--- config.mk ---
export PLATFORM = sky130hd
export DESIGN_NAME = uart_rx_flat
export DESIGN_NICKNAME = d
export VERILOG_FILES = /design/src/rtl/uart_rx_if.sv /design/src/rtl/uart_rx.sv /design/src/flat_wrapper.sv
export SDC_FILE = /design/constraint.sdc
export NUM_CORES = 1
export LEC_CHECK = 0
export ABC_AREA = 1
export CORE_MARGIN = 2
export CORE_UTILIZATION = 60
export DETAILED_ROUTE_END_ITERATION = 10
export DONT_BUFFER_PORTS = 1
export PLACE_DENSITY = 0.78
export SLEW_MARGIN = 20
export SYNTH_ARGS = -nofsm -noshare
export SYNTH_HDL_FRONTEND = slang
export SYNTH_SLANG_ARGS = --single-unit
--- constraint.sdc ---
create_clock -name clk -period 3.2 [get_ports clk]
set_input_delay 0.8 -clock clk [delete_from_list [all_inputs] [get_ports clk]]
set_output_delay 0.8 -clock clk [all_outputs]
set_load 0.01 [all_outputs]
--- src/rtl/uart_rx_if.sv ---
// ---------------------------------------------------------------------------
// uart_rx_if : signal bundle between the serial pin, the receiver and the
//              program loader.
//   rx          line -> receiver   raw serial input, idle high, async to clk
//   data_rx     receiver -> loader last good received byte
//   data_rx_seq receiver -> loader toggles once per good byte
//   frame_err   receiver -> loader one-cycle pulse on a bad stop bit
//   busy        receiver -> loader high while a frame is in progress
// master : the receiver side (drives the byte outputs)
// slave  : the line driver / consumer side
// ---------------------------------------------------------------------------
interface uart_rx_if;
    logic       rx;
    logic [7:0] data_rx;
    logic       data_rx_seq;
    logic       frame_err;
    logic       busy;

    modport master (
        input  rx,
        output data_rx,
        output data_rx_seq,
        output frame_err,
        output busy
    );

    modport slave (
        output rx,
        input  data_rx,
        input  data_rx_seq,
        input  frame_err,
        input  busy
    );
endinterface

--- src/rtl/uart_rx.sv ---
// ---------------------------------------------------------------------------
// uart_rx : 8N1 asynchronous serial receiver feeding the program loader.
//
// Ports
//   clk    system clock, all state changes on the rising edge
//   reset  asynchronous, active-high reset
//   bus    uart_rx_if.master
//            rx          raw serial line (idle high, asynchronous)
//            data_rx     last good received byte
//            data_rx_seq toggles once per good byte (toggle handshake)
//            frame_err   one-cycle pulse when the stop bit reads low
//            busy        high whenever the FSM is not IDLE
//
// The consumer detects a new byte by comparing data_rx_seq against its own
// copy; there is no back-pressure, so a missed toggle silently loses a byte.
// data_rx and data_rx_seq update on the same edge and data_rx is then held
// until the next good byte.
// ---------------------------------------------------------------------------
module uart_rx #(
    parameter int CLKS_PER_BIT = 217
) (
    input  logic        clk,
    input  logic        reset,
    uart_rx_if.master   bus
);

    // A half-bit load of CLKS_PER_BIT/2-1 needs at least a few cycles per bit.
    if (CLKS_PER_BIT < 4) begin : g_param_check
        $error("uart_rx: CLKS_PER_BIT must be >= 4");
    end

    localparam int CW = $clog2(CLKS_PER_BIT);
    typedef logic [CW-1:0] cnt_t;

    localparam cnt_t HALF_LOAD = cnt_t'(CLKS_PER_BIT / 2 - 1);
    localparam cnt_t FULL_LOAD = cnt_t'(CLKS_PER_BIT - 1);

    typedef enum logic [2:0] {
        IDLE  = 3'd0,
        START = 3'd1,
        DATA  = 3'd2,
        STOP  = 3'd3,
        BREAK = 3'd4
    } state_t;

    // Two-flop synchronizer; every decision below looks at rx_s_q only.
    logic rx_m_q, rx_s_q;

    always_ff @(posedge clk or posedge reset) begin
        if (reset) begin
            rx_m_q <= 1'b1;
            rx_s_q <= 1'b1;
        end else begin
            rx_m_q <= bus.rx;
            rx_s_q <= rx_m_q;
        end
    end

    state_t     state_q, state_d;
    cnt_t       cnt_q,   cnt_d;
    logic [7:0] shift_q, shift_d;
    logic [2:0] bit_idx_q, bit_idx_d;
    logic [7:0] data_q,  data_d;
    logic       seq_q,   seq_d;
    logic       ferr_q,  ferr_d;

    logic tick;
    assign tick = (cnt_q == '0);

    always_ff @(posedge clk or posedge reset) begin
        if (reset) begin
            state_q   <= IDLE;
            cnt_q     <= '0;
            shift_q   <= '0;
            bit_idx_q <= '0;
            data_q    <= '0;
            seq_q     <= 1'b0;
            ferr_q    <= 1'b0;
        end else begin
            state_q   <= state_d;
            cnt_q     <= cnt_d;
            shift_q   <= shift_d;
            bit_idx_q <= bit_idx_d;
            data_q    <= data_d;
            seq_q     <= seq_d;
            ferr_q    <= ferr_d;
        end
    end

    always_comb begin
        state_d   = state_q;
        cnt_d     = cnt_q;
        shift_d   = shift_q;
        bit_idx_d = bit_idx_q;
        data_d    = data_q;
        seq_d     = seq_q;
        ferr_d    = 1'b0;

        unique case (state_q)
            IDLE: begin
                // Half-bit load puts every later sample in mid-bit.
                if (!rx_s_q) begin
                    cnt_d   = HALF_LOAD;
                    state_d = START;
                end
            end

            START: begin
                if (tick) begin
                    if (!rx_s_q) begin
                        cnt_d     = FULL_LOAD;
                        bit_idx_d = '0;
                        state_d   = DATA;
                    end else begin
                        // Line went back high before mid start bit: glitch.
                        state_d = IDLE;
                    end
                end else begin
                    cnt_d = cnt_q - cnt_t'(1);
                end
            end

            DATA: begin
                if (tick) begin
                    shift_d = {rx_s_q, shift_q[7:1]};  // LSB arrives first
                    cnt_d   = FULL_LOAD;
                    if (bit_idx_q == 3'd7) begin
                        state_d = STOP;
                    end else begin
                        bit_idx_d = bit_idx_q + 3'd1;
                    end
                end else begin
                    cnt_d = cnt_q - cnt_t'(1);
                end
            end

            STOP: begin
                if (tick) begin
                    if (rx_s_q) begin
                        data_d  = shift_q;
                        seq_d   = ~seq_q;
                        state_d = IDLE;
                    end else begin
                        ferr_d  = 1'b1;
                        state_d = BREAK;
                    end
                end else begin
                    cnt_d = cnt_q - cnt_t'(1);
                end
            end

            BREAK: begin
                // Wait out a held-low line so a break reports only once.
                if (rx_s_q) begin
                    state_d = IDLE;
                end
            end

            default: begin
                state_d = IDLE;
            end
        endcase
    end

    assign bus.data_rx     = data_q;
    assign bus.data_rx_seq = seq_q;
    assign bus.frame_err   = ferr_q;
    assign bus.busy        = (state_q != IDLE);

endmodule

--- src/flat_wrapper.sv ---
// flat-port wrapper written by rule: the top's interface ports become plain ports
module uart_rx_flat 
#(
    parameter int CLKS_PER_BIT = 217
)
  (clk, reset, bus_rx, bus_data_rx, bus_data_rx_seq, bus_frame_err, bus_busy);
  uart_rx_if bus_i ();
  input  logic clk;
  input  logic reset;
  input wire logic [$bits(bus_i.rx)-1:0] bus_rx;
  output wire logic [$bits(bus_i.data_rx)-1:0] bus_data_rx;
  output wire logic [$bits(bus_i.data_rx_seq)-1:0] bus_data_rx_seq;
  output wire logic [$bits(bus_i.frame_err)-1:0] bus_frame_err;
  output wire logic [$bits(bus_i.busy)-1:0] bus_busy;
  assign bus_i.rx = bus_rx;
  assign bus_data_rx = bus_i.data_rx;
  assign bus_data_rx_seq = bus_i.data_rx_seq;
  assign bus_frame_err = bus_i.frame_err;
  assign bus_busy = bus_i.busy;
  uart_rx #(.CLKS_PER_BIT(CLKS_PER_BIT)) u_core (.clk(clk), .reset(reset), .bus(bus_i));
endmodule
# Word-level counts from Yosys, hierarchy flattened
# Cells that the tools add are included.
# Widths: inputs -> output; s select.
[op_classes] add_sub_neg=2 n_eq_ne=15 muxes=23 bitwise_logic=1 n_reduce_logical=10
[ops] op="$mux 8" n=5
[ops] op="$mux 3" n=11
[ops] op="$pmux 8 s4" n=1
[ops] op="$pmux 3 s5" n=1
[ops] op="$ne 2x1->1 const B" n=5
[ops] op="$logic_not 8->1" n=1
[ops] op="$ne 2x2->1 const B" n=4
[ops] op="$sub 8x1->8 const B" n=1
[ops] op="$eq 3x2->1 const B" n=2
[ops] op="$eq 3x3->1 const B" n=2
[ops] op="$pmux 3 s2" n=1
[ops] op="$reduce_and 6->1" n=1
[ops] op="$reduce_and 5->1" n=1
[ops] op="$reduce_and 4->1" n=1
[ops] op="$reduce_bool 4->1" n=1
[ops] op="$add 3x1->3 const B" n=1
[ops] op="$eq 3x1->1 const B" n=1
[ops] op="$logic_not 3->1" n=1
[ops] op="$mux 1" n=3
[ops] op="$ne 3x3->1 const B" n=1
[ops] op="$reduce_and 3->1" n=1
[ops] op="$reduce_bool 3->1" n=1
[ops] op="$mux 2" n=1
[ops] op="$reduce_and 2->1" n=1
[ops] op="2 further kinds" n=2
[totals] register_bits=34 in_bits=3

# Longest topological paths before layout
# Gate-level depths: netlist of run 1.
[logic_depth] ltp_word=4 mapped_depth=9 depth_no_buf=9

# Worst setup path after synthesis of run 1
# Ideal clock, no wire load.
[synth_path] path_kind="register to register" from="register u_core.cnt_q[0]" to="register u_core.shift_q[1]" arrival_ns=1.442 t_required_ns=3.074 path_slack_ns=1.632 stages_incl_launch_ff=9 period_less_slack_ns=1.568 cell_sequence="dfrtp_1 > inv_1 > ha_1 > nand3_2 > nor2_8 > inv_4 > nor2_8 > buf_6 > o21ai_0"
[synth_between] elab_chain_cells=2
[synth_lines] element="from (decl)" line="uart_rx.sv:60" text="cnt_t cnt_q, cnt_d;"
[synth_lines] element="from (signal assigned)" line="uart_rx.sv:81" text="cnt_q <= cnt_d;"
[synth_lines] element="$logic_not 8->1" line="uart_rx.sv:68" text="assign tick = (cnt_q == '0);"
[synth_lines] element="$reduce_and 2->1 (no source line)"
[synth_lines] element="to (signal assigned)" line="uart_rx.sv:82" text="shift_q <= shift_d;"
[synth_lines] element="to (decl)" line="uart_rx.sv:61" text="logic [7:0] shift_q, shift_d;"
# No other way between the ends.
# A chain may end at the register's enable or synchronous reset.

# Worst setup path in the final report of run 1
[layout_path] from="register u_core.state_q[0]" to="output port bus_busy"
[layout_between] elab_chain_cells=1
[layout_lines] element="from (decl)" line="uart_rx.sv:59" text="state_t state_q, state_d;"
[layout_lines] element="from (signal assigned)" line="uart_rx.sv:80" text="state_q <= state_d;"
[layout_lines] element="$reduce_bool 3->1" line="uart_rx.sv:168" text="assign bus.busy = (state_q != IDLE);"
[layout_lines] element="to (decl)" line="flat_wrapper.sv:14" text="output wire logic [$bits(bus_i.busy)-1:0] bus_busy;"
# No other way between the ends.

==> impl_metrics.csv, run 1 <==
group,metric,value,unit
global_route,grt_max_degree,21,
clocking,ctsResizeCount,0,
placement,dpl_worst_slack,1.48,ns
power_and_ir_drop,p_int,0.678,mW
clocking,clock_sinks,34,
worst_setup_path,rr_startpoint,"u_core.cnt_q[0]",
global_route,antenna_found_initial,0,
routing,drc_errors,0,
placement,dp.cells,245,
worst_setup_path,startpoint_type,"flip-flop",
placement,io_buffers,0,
cells_and_area,final_cell_mix,"70 x nand2_1, 32 x dfrtp_1, 23 x inv_1",
worst_setup_path,slowest_stage,"dfrtp_1",
power_and_ir_drop,pwr-share-seq,51.5,%
global_route,grt_first_pass_wirelength,6010,µm
clocking,clk_pin_slew,0.11,ns
worst_setup_path,cp_max_fo,5,
cells_and_area,mostFrequentLayoutCell,"nand2_1",
placement,place_congestion,0.969,
hold_path,min_path_type,"flip-flop to flip-flop",
clocking,cts_hold_buf,0,
placement,dp_hpwl,2420,µm
worst_setup_path,max_stage_delay,0.47,ns
global_route,gr-usage-met2,36.8,%
floorplan,die_w,58.7,µm
floorplan,rows,19,
floorplan,coreArea,2810,µm²
synthesis,yosys-top-cells-area,"dfrtp_1 45%, nand2_1 15%, inv_1 4.8%",
routing,via_per_inst,5.44,
synthesis,yosysUniqueCellTypes,26,
routing,wl,3300,µm
synthesis,syn_area,1790,µm²
floorplan,die_y,58.7,µm
routing,vias,1377,
timing,skew,0.0159,ns
power_and_ir_drop,p_clk_share,47.2,%
global_route,grt.total_usage,23.2,%
timing,max_freq,0.493,GHz
cells_and_area,stdcell_area,1920,µm²
timing,tightest_slew,0.735,ns
floorplan,start_util,63.9,%
cells_and_area,n_fill_cell,226,
global_route,grt-ovfl-total,0,
power_and_ir_drop,max-vdd-ir-drop,475,µV
cells_and_area,antennaDiodeCount,0,
timing,finalMaxSlewViolations,0,
timing,relSlewSlack,51.0,%
routing,drtPass1Iterations,4,
worst_setup_path,rr_worst_depth,8,
synthesis,ys_ff_latch,34,
cells_and_area,area_growth,6.98,%
timing,setup_ws,1.17,ns
synthesis,ys_warn_count,0,
timing,hold_viol,0,
worst_setup_path,critPathTopFamily,"flip-flops",
clocking,cts_made_buffers,5,
power_and_ir_drop,swShare,19.5,%
synthesis,synth_nets,222,
global_route,met1_usage,30.0,%
power_and_ir_drop,power.switching,0.165,mW
cells_and_area,seq_area,853,µm²
clocking,postCtsSetupRepairBufs,0,
worst_setup_path,crit_end,"bus_busy",
timing,fin_crit_sh,63.3,%
worst_setup_path,cp_num_cells,2,
worst_setup_path,critPathKind,"flip-flop to output port",
cells_and_area,multiInputGateArea,801,µm²
synthesis,synth_area_leader_cell,"dfrtp_1",
worst_setup_path,r2r-end,"u_core.bit_idx_q[2]",
hold_path,hold_depth,0,
timing,rsz0062_at_grt,"no",
power_and_ir_drop,combPwrFrac,1.3,%
flow_run,cap_violations,0,
worst_setup_path,cp-end-kind,"output port",
status,outcome,"finished, final reports clean",
synthesis,syn_area_per_cell,8.30,µm²
clocking,cts_max_path_buffers,2,
cells_and_area,fin_cells,253,
floorplan,die_area,3440,µm²
clocking,root_buffer,"clkbuf_4",
global_route,use_met3,6.15,%
floorplan,top_level_ports,14,
worst_setup_path,path_cells,"nor2_2, nand2_1",
timing,period_needed,2.03,ns
worst_setup_path,required,2.40,ns
power_and_ir_drop,power_density,439,nW/µm²
global_route,grt_pass1_vias,1394,
power_and_ir_drop,p_leak,0.995,nW
timing,tns,0,ns
routing,routedWlPerCell,13.0,µm
placement,place_area,1810,µm²
routing,drt_iter0_drc,79,
worst_setup_path,cp_num_buf_inv,0,
global_route,busiest_layer,"met2",
clocking,clk_latency,0.34,ns
clocking,cts_max_level,2,
timing,finalSetupViolCount,0,
worst_setup_path,startpoint,"u_core.state_q[0]",
cells_and_area,nets,227,
worst_setup_path,worstPathArrival,1.23,ns
routing,ant_nets,0,
synthesis,synth_top_area_share,44.7,%
synthesis,ys_seq_area_share,47.6,%
synthesis,syn_inst,216,
cells_and_area,drive_gt1_share,17.1,%
worst_setup_path,ff2ff_setup_slack,1.46,ns
clocking,cts_tree,"done",
[routing by layer]
metal | routed length, µm | vias to the layer above
met5 | 0 | -
met1 | 1450 | 639
li1 | - | 689
met2 | 1630 | 42
met3 | 165 | 7
met4 | 56 | 0
[how the worst min path moves through the flow]
stage	slack [ns]	startpoint	to
finish	0.36	u_core.rx_m_q	u_core.rx_s_q
global route	0.37	u_core.rx_m_q	u_core.rx_s_q
CTS	0.37	u_core.rx_m_q	u_core.rx_s_q
detailed placement	0.35	u_core.rx_m_q	u_core.rx_s_q
global placement	0.35	u_core.rx_m_q	u_core.rx_s_q
floorplan	0.35	u_core.rx_m_q	u_core.rx_s_q
[cell type report]
cell class                      instances  share of cell area (%)
Inverter                               29                    5.81
Tap cell                               31                    2.02
Clock buffer                            5                    1.96
Timing Repair Buffer                    1                   0.391
Multi-Input combinational cell        150                    41.7
Sequential cell                        34                    44.5
Clock inverter                          3                    3.59
[logic make-up (layout without fill, tap and decap cells)]
group / after synthesis / count (layout) / share of synthesized area (%)
buffers and inverters: 32 / 38 / 7.75
DFF: 34 / 34 / 47.6
AOI/OAI and AO/OA: 22 / 22 / 6.77
and+or+nand+nor: 121 / 121 / 33.8
adders and majority gates: 3 / 3 / 2.09
xor gates and xnor gates: 4 / 4 / 1.95
[cells in the mapped netlist]
cell type,count
o21ai_0,10
nor2_4,1
inv_1,23
inv_4,1
nand2_1,70
nor2_2,4
o21ai_2,2
nor2_1,13
clkbuf_2,1
nand4_1,5
nand2_2,5
nand3_4,2
nor3_1,1
buf_6,2
o21ai_1,9
xnor2_1,2
dfrtp_1,32
inv_2,5
nor2_8,2
nand3_2,3
dfstp_2,2
ha_1,3
nor3_4,1
nand3_1,14
a21oi_2,1
xor2_1,2
[stage by stage]
step | hold WS (ns) | total power [mW] | utilization (%)
finish | 0.362 | 0.842 | 68.4
global route | 0.370 | 0.872 | 68.4
CTS | 0.365 | 0.851 | 68.4
detailed placement | 0.349 | 0.454 | 64.6
global placement | 0.346 | 0.454 | 64.6
floorplan | 0.345 | 0.450 | -
[power by group through the flow]
stage,combinational [mW],sequential (mW),clock [mW]
3_3_place_gp,0.0114,0.442,0
2_1_floorplan,0.00990,0.440,0
6_report,0.0112,0.434,0.397
5_1_grt,0.0133,0.434,0.424
4_1_cts,0.0119,0.434,0.405
3_5_place_dp,0.0119,0.442,0
[registers in the layout (all words and copies together), names as in the netlist]
register                flops
u_core.cnt_q                8
u_core.bus.frame_err        1
u_core.state_q              3
u_core.bus.data_rx_seq      1
u_core.rx_s_q               1
u_core.rx_m_q               1
u_core.shift_q              8
u_core.bit_idx_q            3
u_core.bus.data_rx          8
No activity file was read; power rests on OpenSTA's default activity.
==> inputs of run 2 (changes only) <==
Clock period 3.2 ns to 1.97 ns, I/O delays scaled along.
==> impl_metrics.csv, run 2 (synthesized netlist as in run 1, its figures left out) <==
group,metric,value,unit
worst_setup_path,cp_num_buf_inv,2,
timing,skew,0.00644,ns
routing,routedWlPerCell,12.7,µm
cells_and_area,mostFrequentLayoutCell,"nand2_1",
global_route,grt-ovfl-total,0,
worst_setup_path,path_cells,"inv_1, ha_1, nand3_2, nor2_8, nand2_1, nand3_4, inv_2, nand2_1, nand2_1",
global_route,grt_first_pass_wirelength,5780,µm
power_and_ir_drop,power_density,598,nW/µm²
clocking,root_buffer,"clkbuf_4",
timing,setup_ws,0.216,ns
worst_setup_path,rr_startpoint,"u_core.cnt_q[0]",
hold_path,hold_end,"u_core.rx_m_q",
hold_path,min_path_type,"input port to flip-flop",
floorplan,die_y,58.7,µm
worst_setup_path,cp_common_cell,"nand2_1",
power_and_ir_drop,max-vdd-ir-drop,463,µV
routing,wl_met2,1540,µm
flow_run,cap_violations,0,
timing,relSlewSlack,73.1,%
global_route,antenna_found_initial,0,
floorplan,top_level_ports,14,
routing,drt_iter0_drc,63,
routing,drtPass1Iterations,5,
clocking,clk_latency,0.34,ns
timing,tns,0,ns
floorplan,die_w,58.7,µm
routing,via_per_inst,5.41,
floorplan,die_area,3440,µm²
placement,dp_hpwl,2400,µm
routing,drt-met1-wl,1480,µm
timing,tightest_slew,0.401,ns
global_route,grt_pass1_vias,1316,
global_route,grt.total_usage,22.6,%
timing,hold_viol,0,
routing,wl,3220,µm
worst_setup_path,critPathKind,"flip-flop to flip-flop",
worst_setup_path,required,2.20,ns
power_and_ir_drop,p_leak,0.979,nW
clocking,cts_max_level,2,
global_route,grt_max_degree,29,
worst_setup_path,slowest_stage,"dfrtp_1",
worst_setup_path,max_stage_delay,0.41,ns
floorplan,coreArea,2810,µm²
routing,ant_nets,0,
clocking,clk_pin_slew,0.10,ns
worst_setup_path,cp-end-kind,"flip-flop",
clocking,cts_made_buffers,5,
cells_and_area,nets,228,
worst_setup_path,rr_worst_depth,9,
worst_setup_path,critPathTopFamily,"simple AND/OR/NAND/NOR gates",
worst_setup_path,r2r-end,"u_core.cnt_q[3]",
routing,vias,1374,
clocking,cts_tree,"done",
timing,fin_crit_sh,89.0,%
hold_path,worstHoldStart,"bus_rx",
timing,max_freq,0.570,GHz
cells_and_area,area_growth,4.95,%
clocking,clock_sinks,34,
timing,hold_slack,0.143,ns
timing,rsz0062_at_grt,"no",
placement,dpl_worst_slack,0.249,ns
worst_setup_path,cp_max_fo,9,
routing,wl_met3,147,µm
cells_and_area,antennaDiodeCount,0,
floorplan,rows,19,
floorplan,start_util,63.9,%
worst_setup_path,ff2ff_setup_slack,0.22,ns
worst_setup_path,worstPathArrival,1.99,ns
clocking,cts_max_path_buffers,2,
cells_and_area,final_cell_mix,"70 x nand2_1, 32 x dfrtp_1, 23 x inv_1",
timing,period_needed,1.75,ns
cells_and_area,drive_gt1_share,16.6,%
status,outcome,"finished, final reports clean",
worst_setup_path,startpoint_type,"flip-flop",
clocking,postCtsSetupRepairBufs,0,
timing,finalSetupViolCount,0,
hold_path,hold_depth,0,
placement,io_buffers,0,
timing,finalMaxSlewViolations,0,
routing,drc_errors,0,
placement,place_congestion,0.919,
routing,routed.top_layer,"met4",
run 2: changes by cell type in the layout (fill, tap and decap cells not counted), sizes merged:
| cell | previous run | this run |
|---|---|---|
| bufinv | 2 | 0 |
| clkbuf | 5 | 7 |
| dlygate4sd3 | 0 | 1 |
run 2: worst max-delay path by stage:
stage,startpoint,to,cells past startpoint
global placement,u_core.cnt_q[0],u_core.cnt_q[3],9
floorplan,u_core.cnt_q[0],u_core.shift_q[1],8
detailed placement,u_core.cnt_q[0],u_core.bit_idx_q[0],8
global route,u_core.cnt_q[0],u_core.bit_idx_q[0],8
CTS,u_core.cnt_q[0],u_core.bit_idx_q[0],8
finish,u_core.cnt_q[0],u_core.cnt_q[3],9
run 2: through the flow:
step / total power [mW] / instance area [µm²] / cells / utilization, %
after floorplan: 0.731 / 1790 / 216 / -
after global placement: 0.737 / 1810 / 245 / 64.6
after global routing: 1.17 / 1880 / 254 / 67.1
after CTS: 1.14 / 1880 / 254 / 67.1
final: 1.13 / 1880 / 254 / 67.1
after detailed placement: 0.738 / 1810 / 245 / 64.6
run 2: power by group:
group / internal, mW / total [mW] / leakage, nW / switching (mW)
logic: 0.00359 / 0.0199 / 0.506 / 0.0163
registers: 0.701 / 0.705 / 0.437 / 0.00368
clock network: 0.173 / 0.401 / 0.0353 / 0.228
run 2: repair_timing:
action | CTS | global route
hold buffers | 1 | 0
gates resized for setup | 0 | 0
endpoints found under the setup margin | 0 | 0
endpoints found under the hold margin | 5 | 0
run 2: area by class of cell:
cell class	count	area, µm²
clock inverter	1	5.00
inverter	29	111
tap	31	38.8
multi-input combinational	150	801
sequential	34	853
clock buffer	7	55.1
fill	244	923
timing repair buffer	2	17.5
run 2: routing by layer:
metal | GRT usage [%] | vias up
met5 | 0 | -
met3 | 7.47 | 5
met1 | 29.4 | 657
met4 | 10.1 | 0
met2 | 34.5 | 21
li1 | - | 691
